--- config.mk ---
export PLATFORM = sky130hd
export DESIGN_NAME = approx_adder_err_monitor
export DESIGN_NICKNAME = d
export VERILOG_FILES = /design/src/rtl/approx_adder_err_monitor.sv
export SDC_FILE = /design/constraint.sdc
export NUM_CORES = 1
export LEC_CHECK = 0
export CORE_UTILIZATION = 50
export CTS_BUF_LIST = sky130_fd_sc_hd__clkbuf_2 sky130_fd_sc_hd__clkbuf_4 sky130_fd_sc_hd__clkbuf_8
export DETAILED_ROUTE_END_ITERATION = 10
export PLACE_DENSITY_LB_ADDON = 0.12
export SYNTH_ARGS = -nofsm -noshare
export SYNTH_HDL_FRONTEND = slang
export SYNTH_SLANG_ARGS = --single-unit
--- constraint.sdc ---
create_clock -name clk -period 3.9 [get_ports clk]
set_input_delay 0.585 -clock clk [delete_from_list [all_inputs] [get_ports clk]]
set_output_delay 0.585 -clock clk [all_outputs]
set_load 0.02 [all_outputs]
--- src/rtl/approx_adder_err_monitor.sv ---
// rtl/approx_adder_err_monitor.sv - exhaustive error sweep around a combinational approximate adder
// Optional first-failure capture (ff_valid/ff_vec/ff_approx) is enabled by defining ERRMON_FIRST_FAIL_EN.
module approx_adder_err_monitor #(
  parameter int IN_W  = 2,
  parameter int OUT_W = 3,
  parameter int ET    = 4
) (
  input  logic                    clk,
  input  logic                    rst,
  input  logic                    start,
  output logic [2*IN_W-1:0]       vec_o,
  input  logic [OUT_W-1:0]        approx_i,
  output logic                    busy,
  output logic                    done,
  output logic [OUT_W-1:0]        max_err,
  output logic [2*IN_W:0]         err_cnt,
  output logic [OUT_W+2*IN_W-1:0] sum_err,
  output logic                    pass
`ifdef ERRMON_FIRST_FAIL_EN
  ,
  output logic                    ff_valid,
  output logic [2*IN_W-1:0]       ff_vec,
  output logic [OUT_W-1:0]        ff_approx
`endif
);

  localparam int VW = 2 * IN_W;
  localparam int CW = VW + 1;
  localparam int SW = OUT_W + VW;
  localparam logic [VW-1:0] LAST = '1;

  typedef enum logic [1:0] {S_IDLE, S_SWEEP, S_DRAIN} state_t;

  state_t            state_q;
  logic [VW-1:0]     vec_q;
  logic              s1_valid_q;
  logic [VW-1:0]     s1_vec_q;
  logic [OUT_W-1:0]  s1_approx_q;
  logic              busy_q;
  logic              done_q;
  logic [OUT_W-1:0]  max_q;
  logic [CW-1:0]     cnt_q;
  logic [SW-1:0]     sum_q;
  logic              pass_q;

  logic [OUT_W-1:0]  exact_d;
  logic [OUT_W-1:0]  err_d;
  logic [OUT_W-1:0]  max_d;
  logic [CW-1:0]     cnt_d;
  logic [SW-1:0]     sum_d;
  logic              s1_last_d;

`ifdef ERRMON_FIRST_FAIL_EN
  logic              ff_valid_q;
  logic [VW-1:0]     ff_vec_q;
  logic [OUT_W-1:0]  ff_approx_q;
`endif

  // Stage 2: error of the vector captured by stage 1, folded into the running results.
  always_comb begin
    exact_d   = OUT_W'(s1_vec_q[IN_W-1:0]) + OUT_W'(s1_vec_q[VW-1:IN_W]);
    err_d     = (exact_d >= s1_approx_q) ? (exact_d - s1_approx_q) : (s1_approx_q - exact_d);
    max_d     = (err_d > max_q) ? err_d : max_q;
    cnt_d     = cnt_q + CW'(err_d != '0);
    sum_d     = sum_q + SW'(err_d);
    s1_last_d = s1_valid_q && (s1_vec_q == LAST);
  end

  always_ff @(posedge clk) begin
    if (rst) begin
      state_q     <= S_IDLE;
      vec_q       <= '0;
      s1_valid_q  <= 1'b0;
      s1_vec_q    <= '0;
      s1_approx_q <= '0;
      busy_q      <= 1'b0;
      done_q      <= 1'b0;
      max_q       <= '0;
      cnt_q       <= '0;
      sum_q       <= '0;
      pass_q      <= 1'b0;
`ifdef ERRMON_FIRST_FAIL_EN
      ff_valid_q  <= 1'b0;
      ff_vec_q    <= '0;
      ff_approx_q <= '0;
`endif
    end else begin
      done_q     <= 1'b0;
      s1_valid_q <= 1'b0;
      if (s1_valid_q) begin
        max_q <= max_d;
        cnt_q <= cnt_d;
        sum_q <= sum_d;
`ifdef ERRMON_FIRST_FAIL_EN
        if (!ff_valid_q && (32'(err_d) > 32'(ET))) begin
          ff_valid_q  <= 1'b1;
          ff_vec_q    <= s1_vec_q;
          ff_approx_q <= s1_approx_q;
        end
`endif
      end
      case (state_q)
        S_IDLE: begin
          // done_q marks the done cycle of the previous sweep; a start there is dropped.
          if (start && !done_q) begin
            state_q <= S_SWEEP;
            vec_q   <= '0;
            busy_q  <= 1'b1;
            max_q   <= '0;
            cnt_q   <= '0;
            sum_q   <= '0;
            pass_q  <= 1'b0;
`ifdef ERRMON_FIRST_FAIL_EN
            ff_valid_q  <= 1'b0;
            ff_vec_q    <= '0;
            ff_approx_q <= '0;
`endif
          end
        end
        S_SWEEP: begin
          s1_valid_q  <= 1'b1;
          s1_vec_q    <= vec_q;
          s1_approx_q <= approx_i;
          if (vec_q == LAST) state_q <= S_DRAIN;
          else               vec_q   <= vec_q + VW'(1);
        end
        S_DRAIN: begin
          if (s1_last_d) begin
            state_q <= S_IDLE;
            vec_q   <= '0;
            busy_q  <= 1'b0;
            done_q  <= 1'b1;
            pass_q  <= (32'(max_d) <= 32'(ET));
          end
        end
        default: state_q <= S_IDLE;
      endcase
    end
  end

  assign vec_o   = vec_q;
  assign busy    = busy_q;
  assign done    = done_q;
  assign max_err = max_q;
  assign err_cnt = cnt_q;
  assign sum_err = sum_q;
  assign pass    = pass_q;
`ifdef ERRMON_FIRST_FAIL_EN
  assign ff_valid  = ff_valid_q;
  assign ff_vec    = ff_vec_q;
  assign ff_approx = ff_approx_q;
`endif

endmodule

==> flow_summary.yaml <==
power_and_ir_drop:
  combPwrFrac_pct: 17.8
  powerDensity_nw_per_um2: 327
  vdd_drop_max_v: 0.000195
  p_int_uw: 490
  pwr-share-clk_pct: 31.7
  p_switching_uw: 191
  cellLeakagePower_nw: 0.833
  switching_share_pct: 28.0
  pwr-share-seq_pct: 50.5
worst_hold_path:
  hp-class: "reg2reg"
global_route:
  grt_use_total_pct: 21.5
  first_global_vias: 1304
  grt-ovfl-total: 0
  grt_max_degree: 17
  antenna_found_initial: 0
  grt_pass1_wl_um: 5770
clock_tree:
  insertion_delay_ns: 0.34
  clockRootBuffer: "clkbuf_4"
  post-cts-setup-buffer-count: 0
  cts.sinks: 32
  ctsHoldBuffers: 0
  cts_buffers: 5
  htree_num_levels: 2
  cts_tree: "built"
  cts.reportedPaths.clkPinSlew_ns: 0.11
  clockBufferDepth: 2
timing:
  setup_viol: 0
  clock_skew_ns: 0.0147
  relSlewSlack_pct: 58.5
  rsz0062_at_grt: "false"
  fin_crit_sh_pct: 94.9
  fmax_mhz: 270
  layout_min_cycle_time_ns: 3.70
  worst_slew_pin_slew_ns: 0.621
  setup_tns_ns: 0
  final_max_slew_viol_count: 0
  hold_violations: 0
worst_setup_path:
  cp.required_ns: 4.16
  cp-start-kind: "flip-flop"
  crit_path_end_kind: "flip-flop"
  critPathMaxFanout: 4
  path_class: "reg2reg"
  crit_arrival_ns: 3.96
placed_design:
  place_inst: 259
  dp_hpwl_um: 2570
  io_buffers: 27
  gp_congestion: 0.816
synth:
  yosys-top-cells-area: "dfxtp_1 37%, ha_1 12%, nor2_1 5.3%, a21oi_1 5.0%, nand2_1 4.8%"
  yosys.area.top_type: "dfxtp_1"
  synthesis.instances: 194
  synth-seq-area-share_pct: 37.4
  yosysTopAreaCellShare_pct: 37.4
  ys_seq_elements: 32
  synth_cell_types: 34
  yosys_warnings: 0
  syn_nets: 220
  syn_avg_cell_area_um2: 8.82
  syn_area_um2: 1710
floorplanning:
  rows: 20
  initial_core_util_pct: 54.3
  io_pins: 28
  fp.coreArea_um2: 3150
  die_x_um: 60.5
  die-area_um2: 3660
  die_h_um: 60.5
layout:
  layout-drive-gt1-share_pct: 7.66
  diodes: 0
  nets: 248
  final_cells: 266
  final_common_cell: "dfxtp_1"
  mostFrequentLayoutCells: "32 x dfxtp_1, 27 x clkdlybuf4s50_1, 24 x nor2_1"
  syn2layout_area_growth_pct: 21.5
route:
  via_count: 1361
  wl_um: 3340
  drt_iter0_markers: 53
  vias_per_cell: 5.12
  firstDrtPassIters: 4
  wire_per_inst_um: 12.5
  drcViolationCount: 0
  antenna_left: 0
run:
  maxCapViolCount: 0
run_status:
  status: "completed"
## worst max-delay path, cell delays in order (launching register included)
cell,delay (ns)
dfxtp_1,0.39
ha_1,0.16
inv_1,0.05
fa_1,0.53
inv_1,0.09
ha_1,0.27
nand2_1,0.06
o21ai_2,0.21
mux2i_2,0.28
xnor2_2,0.20
inv_2,0.09
ha_1,0.33
a21oi_1,0.18
a21oi_1,0.13
o32a_1,0.30
o21ai_0,0.10
a21oi_2,0.06
o32ai_2,0.20
## power groups by stage
| stage | logic [mW] | clock network, mW | registers [mW] |
|---|---|---|---|
| 2_1_floorplan | 0.0839 | 0 | 0.352 |
| 3_3_place_gp | 0.112 | 0 | 0.351 |
| 3_5_place_dp | 0.120 | 0 | 0.351 |
| 4_1_cts | 0.120 | 0.221 | 0.344 |
| 5_1_grt | 0.135 | 0.237 | 0.346 |
| 6_report | 0.121 | 0.215 | 0.344 |
## through the flow
stage          setup WS (ns)  util (%)  hold WS (ns)  cell area (um^2)  total power, mW
2_1_floorplan          0.500         -         0.436              1710            0.436
3_3_place_gp           0.385      63.8         0.454              2010            0.463
3_5_place_dp           0.187      63.8         0.457              2010            0.471
4_1_cts                0.162      65.8         0.470              2080            0.685
5_1_grt              0.00313      66.0         0.492              2080            0.718
6_report               0.200      66.0         0.466              2080            0.681
## cell usage after synthesis
cell type,instances
xnor2_1,2
or3_1,1
nand2b_1,2
nand2_1,22
xor2_1,7
and3_1,2
a21oi_2,1
a311oi_2,1
and2b_1,1
nand3_1,4
nor3b_1,1
o21ai_2,2
nand4_1,5
dfxtp_1,32
nor3_1,1
o32ai_2,1
nor2b_1,5
a21o_1,1
o21ai_0,3
mux2i_1,8
a211oi_1,1
o32a_1,1
xnor2_2,1
or2_2,1
o211ai_1,2
buf_4,1
a21oi_1,17
ha_1,16
inv_1,17
nand3b_1,1
nor2_1,24
clkbuf_1,3
buf_2,3
fa_1,4
## timing repair
| item | 4_1_cts | 5_1_grt |
|---|---|---|
| gates resized for setup | 0 | 2 |
| hold endpoints to repair | 0 | 0 |
| endpoints found under the setup margin | 0 | 1 |
## layer usage
metal,global-route usage [%],vias to the layer above,share of wire [%]
li1,-,703,-
met1,27.8,632,47
met2,33.4,21,48
met3,7.25,5,3.1
met4,7.79,0,1.5
met5,0,-,0
## state kept, by name, summed over array words and instances (netlist names)
register	cells
s1_valid_q	1
done	1
s1_approx_q	3
busy	1
s1_vec_q	4
max_err	3
state_q	2
pass	1
err_cnt	5
vec_o	4
sum_err	7
## final timing paths
check	startpoint	end	slack [ns]	cells past startpoint
max	s1_vec_q[2]$_SDFFE_PP0P_	pass$_SDFFE_PP0P_	0.20	17
min	s1_approx_q[2]$_SDFFE_PP0P_	s1_approx_q[2]$_SDFFE_PP0P_	0.47	2
max reg2reg	s1_vec_q[2]$_SDFFE_PP0P_	pass$_SDFFE_PP0P_	0.20	17
min reg2reg	s1_approx_q[2]$_SDFFE_PP0P_	s1_approx_q[2]$_SDFFE_PP0P_	0.47	2
## cell type report
type,instances,area [um^2]
Fill cell,275,1070
Multi-Input combinational cell,138,977
Sequential cell,32,641
Timing Repair Buffer,28,278
Clock buffer,7,65.1
Inverter,17,63.8
Tap cell,44,55.1
## logic make-up (layout without fill, tap and decap cells)
family / count (synthesis) / after routing / synth area share, %
AOI/OAI and AO/OA: 30 / 30 / 11.5
xor gates and xnor gates: 10 / 10 / 5.56
adders and majority gates: 20 / 20 / 16.4
buffers and inverters: 24 / 52 / 5.70
DFF: 32 / 32 / 37.4
muxes: 8 / 8 / 4.68
and+or+nand+nor: 70 / 70 / 18.7
(Power assumes the default switching activity.)
